File: src/rtl/lifo_stack_if.sv
// Handshake and status bundle for lifo_stack.
// The master drives push/pop/din/clr_err; the stack (slave) drives data and status back.
interface lifo_stack_if #(
    parameter int WIDTH = 4,
    parameter int DEPTH = 8,
    parameter int CW    = $clog2(DEPTH + 1)
);
    logic             push;
    logic             pop;
    logic [WIDTH-1:0] din;
    logic             clr_err;
    logic [WIDTH-1:0] dout;
    logic             dout_valid;
    logic [CW-1:0]    count;
    logic             empty;
    logic             full;
    logic             ovf;
    logic             unf;

    modport master (
        output push, pop, din, clr_err,
        input  dout, dout_valid, count, empty, full, ovf, unf
    );

    modport slave (
        input  push, pop, din, clr_err,
        output dout, dout_valid, count, empty, full, ovf, unf
    );
endinterface

File: src/rtl/lifo_stack.sv
// Parametrised synchronous LIFO with replace-top on simultaneous push/pop,
// registered pop data with valid strobe, occupancy count and sticky error flags.
module lifo_stack #(
    parameter int WIDTH = 4,
    parameter int DEPTH = 8,
    parameter int CW    = $clog2(DEPTH + 1)
) (
    input  logic         clk,
    input  logic         rst,
    lifo_stack_if.slave  bus
);
    localparam int AW = $clog2(DEPTH);

    // NOTE: storage is deliberately left out of reset; only control state is reset.
    logic [WIDTH-1:0] r_mem [DEPTH];

    logic [CW-1:0]    r_count;
    logic [WIDTH-1:0] r_dout;
    logic             r_dout_valid;
    logic             r_ovf;
    logic             r_unf;

    logic             w_empty;
    logic             w_full;
    logic             w_do_push;
    logic             w_do_pop;
    logic             w_replace;
    logic             w_bypass;
    logic             w_wr_en;
    logic [AW-1:0]    w_wr_idx;
    logic [AW-1:0]    w_top_idx;

    // Exact compare against DEPTH so non-power-of-two depths fill correctly.
    assign w_empty   = (r_count == '0);
    assign w_full    = (r_count == CW'(DEPTH));

    assign w_do_push = bus.push & ~bus.pop & ~w_full;
    assign w_do_pop  = bus.pop  & ~bus.push & ~w_empty;
    assign w_replace = bus.push &  bus.pop  & ~w_empty;
    assign w_bypass  = bus.push &  bus.pop  &  w_empty;

    assign w_top_idx = AW'(r_count - CW'(1));
    assign w_wr_en   = w_do_push | w_replace;
    assign w_wr_idx  = w_replace ? w_top_idx : AW'(r_count);

    always_ff @(posedge clk) begin
        if (w_wr_en) begin
            r_mem[w_wr_idx] <= bus.din;
        end
    end

    // NOTE: sequential state uses non-blocking assignments so the replace-top
    // read of r_mem sees the old value while the same edge writes the new one.
    always_ff @(posedge clk or posedge rst) begin
        if (rst) begin
            r_count      <= '0;
            r_dout       <= '0;
            r_dout_valid <= 1'b0;
            r_ovf        <= 1'b0;
            r_unf        <= 1'b0;
        end else begin
            r_dout_valid <= w_do_pop | w_replace | w_bypass;

            if (w_do_pop || w_replace) begin
                r_dout <= r_mem[w_top_idx];
            end else if (w_bypass) begin
                r_dout <= bus.din;
            end

            if (w_do_push) begin
                r_count <= r_count + CW'(1);
            end else if (w_do_pop) begin
                r_count <= r_count - CW'(1);
            end

            // A new error event in the same cycle as clr_err wins.
            if (bus.push && !bus.pop && w_full) begin
                r_ovf <= 1'b1;
            end else if (bus.clr_err) begin
                r_ovf <= 1'b0;
            end

            if (bus.pop && !bus.push && w_empty) begin
                r_unf <= 1'b1;
            end else if (bus.clr_err) begin
                r_unf <= 1'b0;
            end
        end
    end

    assign bus.dout       = r_dout;
    assign bus.dout_valid = r_dout_valid;
    assign bus.count      = r_count;
    assign bus.empty      = w_empty;
    assign bus.full       = w_full;
    assign bus.ovf        = r_ovf;
    assign bus.unf        = r_unf;
endmodule

File: src/flat_wrapper.sv
// flat-port wrapper written by rule: the top's interface ports become plain ports
module lifo_stack_flat 
#(
    parameter int WIDTH = 4,
    parameter int DEPTH = 8,
    parameter int CW    = $clog2(DEPTH + 1)
)
  (clk, rst, bus_push, bus_pop, bus_din, bus_clr_err, bus_dout, bus_dout_valid, bus_count, bus_empty, bus_full, bus_ovf, bus_unf);
  lifo_stack_if #(.WIDTH(WIDTH), .DEPTH(DEPTH), .CW(CW)) bus_i ();
  input  logic clk;
  input  logic rst;
  input wire logic [$bits(bus_i.push)-1:0] bus_push;
  input wire logic [$bits(bus_i.pop)-1:0] bus_pop;
  input wire logic [$bits(bus_i.din)-1:0] bus_din;
  input wire logic [$bits(bus_i.clr_err)-1:0] bus_clr_err;
  output wire logic [$bits(bus_i.dout)-1:0] bus_dout;
  output wire logic [$bits(bus_i.dout_valid)-1:0] bus_dout_valid;
  output wire logic [$bits(bus_i.count)-1:0] bus_count;
  output wire logic [$bits(bus_i.empty)-1:0] bus_empty;
  output wire logic [$bits(bus_i.full)-1:0] bus_full;
  output wire logic [$bits(bus_i.ovf)-1:0] bus_ovf;
  output wire logic [$bits(bus_i.unf)-1:0] bus_unf;
  assign bus_i.push = bus_push;
  assign bus_i.pop = bus_pop;
  assign bus_i.din = bus_din;
  assign bus_i.clr_err = bus_clr_err;
  assign bus_dout = bus_i.dout;
  assign bus_dout_valid = bus_i.dout_valid;
  assign bus_count = bus_i.count;
  assign bus_empty = bus_i.empty;
  assign bus_full = bus_i.full;
  assign bus_ovf = bus_i.ovf;
  assign bus_unf = bus_i.unf;
  lifo_stack #(.WIDTH(WIDTH), .DEPTH(DEPTH), .CW(CW)) u_core (.clk(clk), .rst(rst), .bus(bus_i));
endmodule
File: config.mk
export PLATFORM = sky130hd
export DESIGN_NAME = lifo_stack_flat
export DESIGN_NICKNAME = d
export VERILOG_FILES = /design/src/rtl/lifo_stack_if.sv /design/src/rtl/lifo_stack.sv /design/src/flat_wrapper.sv
export SDC_FILE = /design/constraint.sdc
export NUM_CORES = 1
export LEC_CHECK = 0
export ABC_AREA = 1
export CAP_MARGIN = 20
export CORE_MARGIN = 2
export CORE_UTILIZATION = 55
export DETAILED_ROUTE_END_ITERATION = 10
export HOLD_SLACK_MARGIN = 0.02
export PLACE_DENSITY = 0.88
export SLEW_MARGIN = 20
export SYNTH_ARGS = -nofsm -noshare
export SYNTH_HDL_FRONTEND = slang
export SYNTH_SLANG_ARGS = --single-unit
File: constraint.sdc
create_clock -name clk -period 3.3 [get_ports clk]
set_input_delay 0.66 -clock clk [delete_from_list [all_inputs] [get_ports clk]]
set_output_delay 0.66 -clock clk [all_outputs]
set_load 0.02 [all_outputs]
==> impl_metrics.ini, run 1 <==
[setup_path]
crit_start = u_core.bus.count[0]
cp_cell_sequence = inv_2 > ha_1 > nand2_2 > nor2_4 > clkdlybuf4s50_1
max_stage_delay_ns = 0.63
path_max_fanout = 19
cp-end-kind = primary output
cpMaxStageDelayCell = clkdlybuf4s50_1
crit_arrival_ns = 2.19
cp.required_ns = 2.64
worstSetupPathType = flip-flop to primary output
cp-endpoint = bus_empty
critPathLaunchType = flip-flop
r2r_start = u_core.bus.count[1]
reg2regPathDepth = 6
rrSetupSlack_ns = 0.92
r2r-end = u_core.r_mem[5][3]

[logic_synthesis]
synthesis.instances = 225
ys_warn_count = 0
ys_ff_latch = 43
synth_top_area_cell = edfxtp_1
netlist_area_um2 = 2120
avgSynthCellArea_um2 = 9.42
synth_area_leaders = edfxtp_1, dfrtp_1, nand2_1
synth_top_area_share_pct = 45.3
synth_cell_types = 26
syn-num-nets = 236
synth-seq-area-share_pct = 58.3

[clock_tree]
cts_resized = 0
cts_sinks = 43
clkTransAtPathRegs_ns = 0.08
post_cts_buffers = 0
cts-root-buf = clkbuf_8
postCtsHoldBufs = 0
cts_tree = yes
clock_latency_ns = 0.30
cts_max_path_buffers = 2
cts_buffers = 5
cts_max_level = 2

[floorplanning]
die_x_um = 66.1
fp.dieH_um = 66.1
core-area_um2 = 3690
dieArea_um2 = 4370
start_util_pct = 57.5
num_io_pins = 22
rows = 22

[detailed_routing]
wl_per_cell_um = 13.6
routed_wl_um = 4050
first_pass_iters = 4
drtIter0Drc = 95
vias_per_cell = 5.16
remaining_drc_errors = 0
drtAntennaViolNets = 0
vias = 1537

[global_routing]
grt_pass1_wl_um = 6550
gr-usage-all-layers_pct = 20.9
overflow = 0
grt_max_degree = 22
antenna_found_initial = 0
first_global_vias = 1472

[timing]
skew_ns = 0.00925
slew_violations = 0
post-route-min-period_ns = 2.85
finalSetupTns_ns = 0
fin_crit_sh_pct = 86.4
worst_slack_ns = 0.449
grt_setup_unrepaired = false
hold_viol_final = 0
worst_pin_slew_ns = 0.453
finalSetupViolCount = 0
maxSlewHeadroom_pct = 69.8
fmax_ghz = 0.351

[outcome]
outcome = complete, no violations

[layout]
antenna_cells = 0
area_growth_pct = 16.9
final_nets = 260
post-route-util_pct = 67.2
drive_above_1_share_pct = 10.0

[min_path]
hold_start = u_core.bus.unf
hp-class = flip-flop to flip-flop

[power]
leakage_nw = 1.08
power_density_nw_per_um2 = 899
vdd_ir_drop_max_mv = 0.572

[placed_design]
hpwl_um = 3010
numPortBuffers = 21
post-place-ws_ns = 0.719
place.gp.congestion = 0.926

[flow_run]
cap_viol_max_count = 0
-- state kept, by name, summed over array words and instances (netlist names) --
register and cells:
u_core.bus.dout 4, u_core.bus.unf 1, u_core.bus.count 4, u_core.r_mem 32, u_core.bus.ovf 1, u_core.bus.dout_valid 1
-- Yosys cell counts (all sizes together) --
cell and number:
a21oi 4, buf 4, clkbuf 1, clkinv 1, dfrtp 11, edfxtp 32
ha 2, inv 38, nand2 64, nand3 31, nor2 17, o21ai 12
o32ai 1, xnor2 1, xor2 6
-- critical path: cells and delay by family, from the launching register on --
family	cells	cell delay, ns
DFF	1	0.39
adders and majority gates	1	0.37
and+or+nand+nor	2	0.26
buffers and inverters	2	0.87
-- metal layers --
metal / GRT usage (%) / up-vias / wire [um]
met5: 0 / - / 0
met4: 10.5 / 0 / 99
met3: 4.94 / 11 / 222
met2: 33.4 / 49 / 2030
met1: 26.5 / 706 / 1700
li1: - / 771 / -
-- through the flow --
step / power, W / instance area [um^2] / hold WS [ns] / std cells
after floorplan: 0.00153 / 2120 / 0.512 / 225
after global placement: 0.00180 / 2360 / 0.510 / 290
after detailed placement: 0.00182 / 2360 / 0.510 / 290
after CTS: 0.00222 / 2480 / 0.531 / 298
after global routing: 0.00237 / 2480 / 0.556 / 298
final: 0.00223 / 2480 / 0.525 / 298
-- layout by cell type (no fill, tap or decap), types with 2 or more instances in the layout --
master and count:
a21oi_1 4, clkbuf_8 5, clkdlybuf4s50_1 21, dfrtp_1 11, edfxtp_1 32, ha_1 2, inv_1 33, inv_2 5
nand2_1 59, nand2_2 4, nand3_1 29, nor2_1 15, o21ai_0 6, o21ai_1 5, xor2_1 6
-- logic make-up after synthesis --
family	Yosys count	share of synthesized area [%]
simple gates	112	24.4
buf+inv	44	8.44
fa+ha+maj	2	1.18
xor+xnor	7	3.25
flops	43	58.3
compound gates	17	4.37
-- how the worst min path moves through the flow --
stage | end | cells past startpoint
detailed placement | u_core.bus.unf | 2
floorplan | u_core.bus.count[0] | 1
finish | u_core.bus.unf | 2
global route | u_core.bus.dout[0] | 2
global placement | u_core.bus.dout[0] | 2
CTS | u_core.bus.unf | 2
-- area by class of cell --
type,count,area [um^2]
clock buffer,5,68.8
clock inverter,3,43.8
fill,280,1210
inverter,39,146
multi-input combinational,138,704
sequential,43,1240
tap,48,60.1
timing repair buffer,22,218
-- report_power, final --
group | leakage [nW] | total [W] | internal, W | switching [W]
Clock | 0.0581 | 0.000397 | 0.000225 | 0.000172
Combinational | 0.598 | 0.00107 | 0.000389 | 0.000682
Sequential | 0.425 | 0.000759 | 0.000696 | 0.0000634
Total | 1.08 | 0.00223 | 0.00131 | 0.000918
(Power assumes the default switching activity.)
==> run 2, diff against run 1 <==
- SETUP_SLACK_MARGIN: unset -> 0.4
==> impl_metrics.ini, run 2 (synthesis results as in run 1) <==
[setup_path]
cp-end-kind = primary output
critPathLaunchType = flip-flop
critPathTopFamily = buffers and inverters
cpMaxStageDelayCell = clkdlybuf4s50_1
crit_arrival_ns = 2.12
reg2regPathDepth = 6
cp.required_ns = 2.64
max_stage_delay_ns = 0.63
worstSetupPathType = flip-flop to primary output
path_max_fanout = 19
cp_cell_sequence = inv_2 > ha_2 > nand2_2 > nor2_4 > clkdlybuf4s50_1
critical_path_depth = 5
cp_num_buf_inv = 2

[layout]
nFillCells = 280
top_register = u_core.r_mem
multi_input_area_um2 = 707
antenna_cells = 0
seqCellArea_um2 = 1240
instances_no_fill = 298
final_nets = 260
area_growth_pct = 17.0
post-route-util_pct = 67.2
drive_above_1_share_pct = 10.4
largest_register_ffs = 32
mostFrequentLayoutCell = nand2_1
layout.cells.most_common_list = nand2_1, inv_1, edfxtp_1

[placed_design]
hpwl_um = 3010
post-place-ws_ns = 0.719
numPortBuffers = 21
dpl.cell_count = 290
place.gp.congestion = 0.926

[global_routing]
gr-usage-all-layers_pct = 20.9
antenna_found_initial = 0
first_global_vias = 1472
grt_max_degree = 22
overflow = 0
grt_pass1_wl_um = 6550

[detailed_routing]
wl_per_cell_um = 13.5
vias = 1556
drtIter0Drc = 107
vias_per_cell = 5.22
first_pass_iters = 4
drtAntennaViolNets = 0
remaining_drc_errors = 0
routed_wl_um = 4030

[min_path]
hold_depth = 2
hp-class = flip-flop to flip-flop

[floorplanning]
start_util_pct = 57.5
core-area_um2 = 3690
rows = 22
dieArea_um2 = 4370
num_io_pins = 22
fp.dieH_um = 66.1
die_x_um = 66.1

[timing]
finalSetupTns_ns = 0
post-route-min-period_ns = 2.78
fin_crit_sh_pct = 84.3
slew_violations = 0
skew_ns = 0.0102
worst_slack_ns = 0.518
worst_pin_slew_ns = 0.450
maxSlewHeadroom_pct = 70.0
finalSetupViolCount = 0
hold_viol_final = 0
grt_setup_unrepaired = false
fmax_ghz = 0.359

[clock_tree]
cts-root-buf = clkbuf_8
cts_buffers = 5
clock_latency_ns = 0.30
cts_max_level = 2
cts_sinks = 43
postCtsHoldBufs = 0
cts_tree = yes
cts_resized = 0
clkTransAtPathRegs_ns = 0.09
post_cts_buffers = 0
cts_max_path_buffers = 2

[power]
power_density_nw_per_um2 = 901
leakage_nw = 1.08
vdd_ir_drop_max_mv = 0.573
finalPower_w = 0.00223

[outcome]
outcome = complete, no violations

[flow_run]
cap_viol_max_count = 0
==> run 2: cell counts in the layout (fill, tap and decap cells not counted) <==
No cell type changed its count.
==> run 2: path summary, 6_finish.rpt <==
check / startpoint / to / slack (ns)
max in group asynchronous: rst / u_core.bus.dout[1] / 2.33
min: u_core.bus.unf / u_core.bus.unf / 0.52
max reg2reg: u_core.bus.count[0] / u_core.r_mem[5][3] / 1.05
min reg2reg: u_core.bus.unf / u_core.bus.unf / 0.52
min in group asynchronous: rst / u_core.bus.unf / 0.66
max: u_core.bus.count[0] / bus_empty / 0.52
==> run 2: worst min-delay path, delay by kind of cell (launching register included) <==
| family | cells | cell delay (ns) |
|---|---|---|
| flip-flops | 1 | 0.35 |
| buffers and inverters | 1 | 0.04 |
| AO/OA/AOI/OAI | 1 | 0.09 |
==> run 2: layout make-up <==
| cell class | instances | share of cell area, % |
|---|---|---|
| Timing Repair Buffer | 22 | 8.78 |
| Clock buffer | 5 | 2.77 |
| Inverter | 39 | 5.90 |
| Clock inverter | 3 | 1.77 |
| Sequential cell | 43 | 49.8 |
| Tap cell | 48 | 2.42 |
| Multi-Input combinational cell | 138 | 28.5 |
==> run 2: power breakdown <==
| part | total (W) | leakage [nW] | internal (W) | switching (W) |
|---|---|---|---|---|
| clock | 0.000397 | 0.0581 | 0.000225 | 0.000172 |
| combinational | 0.00108 | 0.597 | 0.000396 | 0.000683 |
| sequential | 0.000758 | 0.425 | 0.000696 | 0.0000627 |
| total | 0.00223 | 1.08 | 0.00132 | 0.000918 |
==> run 2: layer usage <==
| layer | up-vias | GRT usage, % | share of wire (%) |
|---|---|---|---|
| met3 | 13 | 4.94 | 6.6 |
| li1 | 771 | - | - |
| met4 | 0 | 10.5 | 2.3 |
| met5 | - | 0 | 0 |
| met2 | 62 | 33.4 | 50 |
| met1 | 710 | 26.5 | 41 |
==> run 2: stage by stage <==
stage / instance area [um^2] / hold slack (ns)
after CTS: 2480 / 0.531
after floorplan: 2120 / 0.512
final: 2480 / 0.525
after detailed placement: 2360 / 0.510
after global placement: 2360 / 0.510
after global routing: 2480 / 0.556
==> run 3, diff against run 2 <==
- clock period: 3.3 -> 2.9 ns (I/O delays scaled with it)
==> impl_metrics.ini, run 3 (synthesis results as in run 1) <==
[placed_design]
place.gp.congestion = 0.896
post-place-ws_ns = 0.428
hpwl_um = 2950
numPortBuffers = 21

[setup_path]
cpMaxStageDelayCell = dfrtp_1
cp_num_buf_inv = 2
crit_arrival_ns = 1.75
max_stage_delay_ns = 0.43
worstSetupPathType = flip-flop to primary output
critPathTopFamily = buffers and inverters
critPathLaunchType = flip-flop
critical_path_depth = 5
cp_cell_sequence = inv_1 > ha_2 > nand2_2 > nor2_4 > dlygate4sd2_1
cp-end-kind = primary output
reg2regPathDepth = 6
path_max_fanout = 5
cp.required_ns = 2.32

[clock_tree]
clkTransAtPathRegs_ns = 0.08
clock_latency_ns = 0.29
cts_resized = 3
cts_max_path_buffers = 2
cts_max_level = 2
post_cts_buffers = 0
cts_buffers = 5
cts_sinks = 43
postCtsHoldBufs = 0
cts_tree = yes
cts-root-buf = clkbuf_8

[min_path]
hold_depth = 2
hp-class = flip-flop to flip-flop

[global_routing]
grt_pass1_wl_um = 6510
antenna_found_initial = 0
grt_max_degree = 22
gr-usage-all-layers_pct = 20.7
overflow = 0
first_global_vias = 1413

[layout]
drive_above_1_share_pct = 10.8
antenna_cells = 0
area_growth_pct = 17.2
final_nets = 261
mostFrequentLayoutCell = nand2_1
layout.cells.most_common_list = nand2_1, inv_1, edfxtp_1
largest_register_ffs = 32
top_register = u_core.r_mem

[detailed_routing]
first_pass_iters = 6
routed_wl_um = 3950
drtAntennaViolNets = 0
remaining_drc_errors = 0
wl_per_cell_um = 13.2
vias = 1553
drtIter0Drc = 99
vias_per_cell = 5.19

[flow_run]
cap_viol_max_count = 0

[timing]
finalSetupViolCount = 0
post-route-min-period_ns = 2.33
grt_setup_unrepaired = false
fmax_ghz = 0.429
worst_pin_slew_ns = 0.425
hold_viol_final = 0
skew_ns = 0.00806
finalSetupTns_ns = 0
slew_violations = 0
worst_slack_ns = 0.569
maxSlewHeadroom_pct = 71.7
fin_crit_sh_pct = 80.4

[power]
leakage_nw = 1.09
vdd_ir_drop_max_mv = 0.534
power_density_nw_per_um2 = 1020

[floorplanning]
num_io_pins = 22
rows = 22
start_util_pct = 57.5
die_x_um = 66.1
fp.dieH_um = 66.1
dieArea_um2 = 4370
core-area_um2 = 3690

[outcome]
outcome = complete, no violations
==> run 3: changes by cell type in the layout (fill, tap and decap cells not counted), sizes merged <==
cell,delta
buf,+1
clkdlybuf4s50,-2
dlygate4sd2,+2
==> run 3: cell type report <==
| class | instances | area, um^2 |
|---|---|---|
| Sequential cell | 43 | 1240 |
| Fill cell | 293 | 1200 |
| Multi-Input combinational cell | 138 | 707 |
| Timing Repair Buffer | 23 | 223 |
| Inverter | 39 | 146 |
| Clock buffer | 5 | 68.8 |
| Tap cell | 48 | 60.1 |
| Clock inverter | 3 | 43.8 |
==> run 3: metal layers <==
metal | GRT usage (%) | up-vias | part of all wire [%]
li1 | - | 773 | -
met1 | 27.6 | 703 | 41
met2 | 32.8 | 73 | 49
met3 | 5.28 | 4 | 9.2
met4 | 7.40 | 0 | 0.91
met5 | 0 | - | 0
==> run 3: report_power, final <==
part	internal, W	switching [W]	leakage [nW]
Combinational	0.000452	0.000773	0.610
Sequential	0.000792	0.0000712	0.425
Clock	0.000256	0.000194	0.0581
Total	0.00150	0.00104	1.09
==> run 3: final timing paths <==
kind	from	to	slack [ns]
setup reg to reg	u_core.bus.count[1]	u_core.r_mem[1][0]	0.63
setup / recovery	u_core.bus.count[1]	bus_empty	0.57
max in group asynchronous	rst	u_core.bus.dout[1]	2.03
hold / removal	u_core.bus.ovf	u_core.bus.ovf	0.52
min in group asynchronous	rst	u_core.bus.ovf	0.57
hold reg to reg	u_core.bus.ovf	u_core.bus.ovf	0.52
==> run 3: through the flow <==
step | power [W] | util [%] | std cells | area, um^2 | hold slack, ns
detailed placement | 0.00209 | 64.3 | 291 | 2370 | 0.513
floorplan | 0.00174 | - | 225 | 2120 | 0.432
global placement | 0.00207 | 64.3 | 291 | 2370 | 0.510
finish | 0.00254 | 67.4 | 299 | 2480 | 0.521
CTS | 0.00254 | 67.4 | 299 | 2480 | 0.532
global route | 0.00272 | 67.4 | 299 | 2480 | 0.556
==> run 3: tightest hold or removal path, delay by kind of cell, from the launching register on <==
| family | cells | cell delay (ns) |
|---|---|---|
| buffers and inverters | 1 | 0.05 |
| flip-flops | 1 | 0.38 |
| AO/OA/AOI/OAI | 1 | 0.06 |
